$ cat config.mk
export PLATFORM = sky130hd
export DESIGN_NAME = multicycle_ctrl
export DESIGN_NICKNAME = d
export VERILOG_FILES = /design/src/rtl/multicycle_ctrl.sv
export SDC_FILE = /design/constraint.sdc
export NUM_CORES = 1
export LEC_CHECK = 0
export BUFFER_PORTS_ARGS = -buffer_cell sky130_fd_sc_hd__buf_2
export CORE_AREA = 5 5 86 68
export CTS_CLUSTER_DIAMETER = 40
export DETAILED_ROUTE_END_ITERATION = 10
export DIE_AREA = 0 0 91 73
export PLACE_DENSITY = 0.62
export SLEW_MARGIN = 20
export SYNTH_ARGS = -nofsm -noshare
export SYNTH_HDL_FRONTEND = slang
export SYNTH_SLANG_ARGS = --single-unit
$ cat constraint.sdc
create_clock -name clk_i -period 2.9 [get_ports clk_i]
set_clock_uncertainty 0.05 [all_clocks]
set_input_delay 0.435 -clock clk_i [delete_from_list [all_inputs] [get_ports clk_i]]
set_output_delay 0.435 -clock clk_i [all_outputs]
set_load 0.05 [all_outputs]
$ cat src/rtl/multicycle_ctrl.sv
// Multi-cycle main controller: FETCH/DECODE/EXEC/WB sequencing, retire counter and illegal-op trap.
// Optional fetch watchdog enabled by defining MC_CTRL_FETCH_TIMEOUT_EN.
module multicycle_ctrl #(
  parameter int RETIRE_W      = 16,
  parameter int FETCH_TIMEOUT = 16
) (
  input  logic                clk_i,
  input  logic                rst_i,
  input  logic [5:0]          instr_op_i,
  input  logic                imem_ack_i,
  output logic                imem_req_o,
  output logic                ir_write_o,
  output logic                pc_write_o,
  output logic                reg_write_o,
  output logic                alu_src_o,
  output logic                reg_dst_o,
  output logic                branch_o,
  output logic [2:0]          alu_op_o,
  output logic [2:0]          state_o,
  output logic                illegal_o,
  output logic [RETIRE_W-1:0] retire_cnt_o
);

  typedef enum logic [2:0] {
    IDLE   = 3'd0,
    FETCH  = 3'd1,
    DECODE = 3'd2,
    EXEC   = 3'd3,
    WB     = 3'd4,
    TRAP   = 3'd5
  } state_t;

  typedef struct packed {
    logic [2:0] alu_op;
    logic       alu_src;
    logic       reg_dst;
    logic       branch;
  } ctrl_t;

  state_t              state;
  logic [5:0]          op_q;
  logic [RETIRE_W-1:0] retire_cnt;
  logic                imem_req;
  logic                reg_write;
  logic                alu_src;
  logic                reg_dst;
  logic                branch;
  logic [2:0]          alu_op;
  logic                illegal;
  logic                fetch_expired;
  ctrl_t               exec_ctrl;

  function automatic logic op_legal(input logic [5:0] op);
    case (op)
      6'd0, 6'd4, 6'd8, 6'd10: op_legal = 1'b1;
      default:                 op_legal = 1'b0;
    endcase
  endfunction

  function automatic ctrl_t decode_ctrl(input logic [5:0] op);
    ctrl_t c;
    case (op)
      6'd0:    c = '{alu_op: 3'b010, alu_src: 1'b0, reg_dst: 1'b1, branch: 1'b0};
      6'd8:    c = '{alu_op: 3'b110, alu_src: 1'b1, reg_dst: 1'b0, branch: 1'b0};
      6'd10:   c = '{alu_op: 3'b111, alu_src: 1'b1, reg_dst: 1'b0, branch: 1'b0};
      6'd4:    c = '{alu_op: 3'b001, alu_src: 1'b0, reg_dst: 1'b0, branch: 1'b1};
      default: c = '{alu_op: 3'b000, alu_src: 1'b0, reg_dst: 1'b0, branch: 1'b0};
    endcase
    return c;
  endfunction

  assign exec_ctrl = decode_ctrl(op_q);

`ifdef MC_CTRL_FETCH_TIMEOUT_EN
  localparam int WAIT_W = $clog2(FETCH_TIMEOUT + 1);
  localparam logic [WAIT_W-1:0] WAIT_LAST = WAIT_W'(FETCH_TIMEOUT - 1);

  logic [WAIT_W-1:0] wait_cnt;

  // Count un-acked FETCH cycles; anything outside FETCH rearms the counter.
  always_ff @(posedge clk_i or negedge rst_i) begin
    if (!rst_i) begin
      wait_cnt <= '0;
    end else if (state != FETCH) begin
      wait_cnt <= '0;
    end else if (!imem_ack_i) begin
      wait_cnt <= wait_cnt + WAIT_W'(1);
    end else begin
      wait_cnt <= wait_cnt;
    end
  end

  // This cycle is the last allowed wait; an ack arriving now still takes priority.
  assign fetch_expired = (state == FETCH) && !imem_ack_i && (wait_cnt == WAIT_LAST);
`else
  assign fetch_expired = 1'b0;
`endif

  // Controller FSM; outputs are registered for the state being entered.
  always_ff @(posedge clk_i or negedge rst_i) begin
    if (!rst_i) begin
      state      <= IDLE;
      op_q       <= 6'd0;
      retire_cnt <= '0;
      illegal    <= 1'b0;
      imem_req   <= 1'b0;
      reg_write  <= 1'b0;
      alu_src    <= 1'b0;
      reg_dst    <= 1'b0;
      branch     <= 1'b0;
      alu_op     <= 3'b000;
    end else begin
      imem_req  <= 1'b0;
      reg_write <= 1'b0;
      alu_src   <= 1'b0;
      reg_dst   <= 1'b0;
      branch    <= 1'b0;
      alu_op    <= 3'b000;
      case (state)
        IDLE: begin
          state    <= FETCH;
          imem_req <= 1'b1;
        end
        FETCH: begin
          if (imem_ack_i) begin
            op_q  <= instr_op_i;
            state <= DECODE;
          end else if (fetch_expired) begin
            state   <= TRAP;
            illegal <= 1'b1;
          end else begin
            state    <= FETCH;
            imem_req <= 1'b1;
          end
        end
        DECODE: begin
          if (op_legal(op_q)) begin
            state   <= EXEC;
            alu_op  <= exec_ctrl.alu_op;
            alu_src <= exec_ctrl.alu_src;
            reg_dst <= exec_ctrl.reg_dst;
            branch  <= exec_ctrl.branch;
          end else begin
            state   <= TRAP;
            illegal <= 1'b1;
          end
        end
        EXEC: begin
          if (exec_ctrl.branch) begin
            state      <= FETCH;
            imem_req   <= 1'b1;
            retire_cnt <= retire_cnt + RETIRE_W'(1);
          end else begin
            // WB keeps the ALU controls stable while the result is written.
            state     <= WB;
            reg_write <= 1'b1;
            alu_op    <= alu_op;
            alu_src   <= alu_src;
            reg_dst   <= reg_dst;
          end
        end
        WB: begin
          state      <= FETCH;
          imem_req   <= 1'b1;
          retire_cnt <= retire_cnt + RETIRE_W'(1);
        end
        TRAP: begin
          state   <= TRAP;
          illegal <= 1'b1;
        end
        default: begin
          state <= IDLE;
        end
      endcase
    end
  end

  assign ir_write_o   = (state == FETCH) && imem_ack_i;
  assign pc_write_o   = (state == FETCH) && imem_ack_i;
  assign imem_req_o   = imem_req;
  assign reg_write_o  = reg_write;
  assign alu_src_o    = alu_src;
  assign reg_dst_o    = reg_dst;
  assign branch_o     = branch;
  assign alu_op_o     = alu_op;
  assign state_o      = state;
  assign illegal_o    = illegal;
  assign retire_cnt_o = retire_cnt;

endmodule

==> impl_metrics.yaml <==
route:
  first_pass_iters: 4
  antenna_left: 0
  avgViaCountPerCell: 4.69
  num_vias: 1055
  wirelength_um: 2990
  wl_per_cell_um: 13.3
  drc_errors: 0
  drt_iter0_drc: 42
synth:
  syn_area_um2: 1560
  yosysWarnings: 0
  synth_edf_count: 0
  synth_ff_type: "dfrtp_1"
  yosysUniqueCellTypes: 39
  syn_area_per_cell_um2: 12.6
  synth-seq-area-share_pct: 53.0
  async_flop_share_pct: 100
  yosys_register_bits: 33
  synthCells: 124
  synth_nets: 134
timing:
  fmax_mhz: 486
  tns_ps: 0
  rsz0062_at_grt: "false"
  setup_viol: 0
  period_minus_slack_ps: 2060
  post-route-period-util_pct: 70.9
  worst_pin_slew_ps: 731
  finalHoldViolations: 0
  slew_violations: 0
  relSlewSlack_pct: 51.3
placed_design:
  io_buffers: 38
  place_congestion: 0.734
  hpwl_um: 2200
layout:
  nets: 173
  drive_gt1_share_pct: 39.9
  num_antenna_cells: 0
  final_util_pct: 37.3
  area_delta_synth_final_pct: 20.7
critical_path:
  cp_slowest_stage_delay_ps: 490
  endpoint_kind: "output port"
  cp_cell_sequence: "nor4bb_2 > buf_4 > buf_2"
  crit_type: "reg2out"
  start_kind: "flop"
  timing.rr.end: "retire_cnt_o[1]"
  ff2ff_setup_slack_ps: 1050
  required_ps: 2410
  cpMaxStageDelayCell: "dfrtp_1"
  r2r_start: "state_o[1]"
  crit_fanout: 11
  rr_worst_depth: 3
  worstPathArrival_ps: 1570
cts:
  clock_latency_ps: 280
  post_cts_buffers: 0
  path_clk_slew_ps: 70
  hold_buffers: 0
  cts_inserted_buffers: 5
  postCtsResizedCells: 0
  h-tree-depth: 2
  cts_root_buffer: "clkbuf_8"
  cts.sinks: 33
  cts_buffer_depth: 2
  cts_tree: "done"
die:
  die_h_um: 73
  initial_core_util_pct: 30.9
  core-area_um2: 5040
  rows: 23
  fp.dieArea_um2: 6640
  die_x_um: 91
  num_io_pins: 39
power:
  cellPowerDensity_nw_per_um2: 900
  total_power_mw: 1.69
  leakage_nw: 0.951
  max-vdd-ir-drop_mv: 0.427
run_status:
  status: "finished, final reports clean"
global_routing:
  grt_max_degree: 34
  grt_pass1_vias: 1098
  grt_first_pass_wirelength_um: 5250
  grt_antenna_before_repair: 0
  track_usage_pct: 9.83
  globalRouteOverflowTotal: 0
hold_path:
  hp-class: "in2async"
run:
  maxCapViolCount: 0
## worst max-delay path by stage
stage	start	endpoint	slack, ps
floorplan	state_o[0]	pc_write_o	720
global placement	state_o[1]	retire_cnt_o[1]	1100
detailed placement	state_o[1]	retire_cnt_o[1]	1050
CTS	state_o[1]	ir_write_o	810
global route	state_o[1]	pc_write_o	730
finish	state_o[1]	ir_write_o	840
## layout by cell type, fill, tap and decap left out, drive strengths merged, types with 2 or more instances in the layout
cell and n:
buf 39, dfrtp 33, xor2 13, nand2 8
mux2 7, clkbuf 7, nor2 6, nand3 6
nor3 6, nor3b 5, a22o 3, nor4b 3
nand2b 2, nand3b 2, and3 2, xnor2 2
and4 2, nand4 2, a31oi 2
## report_power, final
group | internal [mW] | switching [mW] | total (mW)
clock | 0.188 | 0.155 | 0.343
sequential | 0.563 | 0.145 | 0.708
combinational | 0.214 | 0.427 | 0.641
## cell families (layout without fill, tap and decap cells)
group / after synthesis / in the layout / synth area share, %
fa+ha+maj: 1 / 1 / 0.803
mux: 7 / 7 / 5.06
buf+inv: 8 / 47 / 3.13
simple gates: 49 / 49 / 23.3
flops: 33 / 33 / 53.0
compound gates: 11 / 11 / 6.27
xor+xnor: 15 / 15 / 8.43
## Yosys cell counts (2+ instances only)
| cell | count | area [um2] |
|---|---|---|
| and3_1 | 2 | 12.5 |
| nor3_2 | 3 | 30.0 |
| nand3_1 | 6 | 30.0 |
| dfrtp_1 | 33 | 826 |
| nand4_1 | 2 | 12.5 |
| nor3b_2 | 2 | 25.0 |
| buf_2 | 3 | 15.0 |
| nor2_1 | 6 | 22.5 |
| nor4b_2 | 3 | 45.0 |
| and4_1 | 2 | 17.5 |
| nand3b_1 | 2 | 15.0 |
| nand2b_1 | 2 | 12.5 |
| buf_4 | 2 | 15.0 |
| nor3b_1 | 2 | 15.0 |
| mux2_2 | 7 | 78.8 |
| nor3_4 | 2 | 32.5 |
| nand2_1 | 8 | 30.0 |
| xor2_1 | 13 | 114 |
| a22o_1 | 3 | 26.3 |
| xnor2_1 | 2 | 17.5 |
## registers in the layout, summed over array words and instances (netlist names)
register      cells
alu_op_o          2
alu_src_o         1
branch_o          1
illegal_o         1
imem_req_o        1
op_q              6
reg_dst_o         1
reg_write_o       1
retire_cnt_o     16
state_o           3
## critical path: cells and delay by family (launching register included)
| kind | cells | cell delay [ps] |
|---|---|---|
| buffers and inverters | 2 | 500 |
| DFF | 1 | 490 |
| and+or+nand+nor | 1 | 290 |
## final cells by class
| class | instances | area, um2 |
|---|---|---|
| Multi-Input combinational cell | 83 | 689 |
| Sequential cell | 33 | 826 |
| Fill cell | 490 | 3160 |
| Tap cell | 62 | 77.6 |
| Inverter | 1 | 3.75 |
| Clock buffer | 7 | 86.3 |
| Timing Repair Buffer | 39 | 198 |
## metal layers
layer | GRT usage, % | up-vias | share of wire [%]
met3 | 5.36 | 3 | 11
met4 | 2.44 | 0 | 0.67
met5 | 0 | - | 0
met2 | 15.0 | 33 | 44
met1 | 12.3 | 502 | 45
li1 | - | 517 | -
## per-stage QoR
| stage | instance area (um2) | hold slack [ps] | instances | worst slack (ps) |
|---|---|---|---|---|
| floorplan | 1560 | 89.4 | 124 | 720 |
| global placement | 1790 | 404 | 218 | 1100 |
| detailed placement | 1790 | 403 | 218 | 1050 |
| CTS | 1880 | 195 | 225 | 814 |
| global route | 1880 | 228 | 225 | 734 |
| finish | 1880 | 159 | 225 | 844 |
No activity file was read; power rests on OpenSTA's default activity.
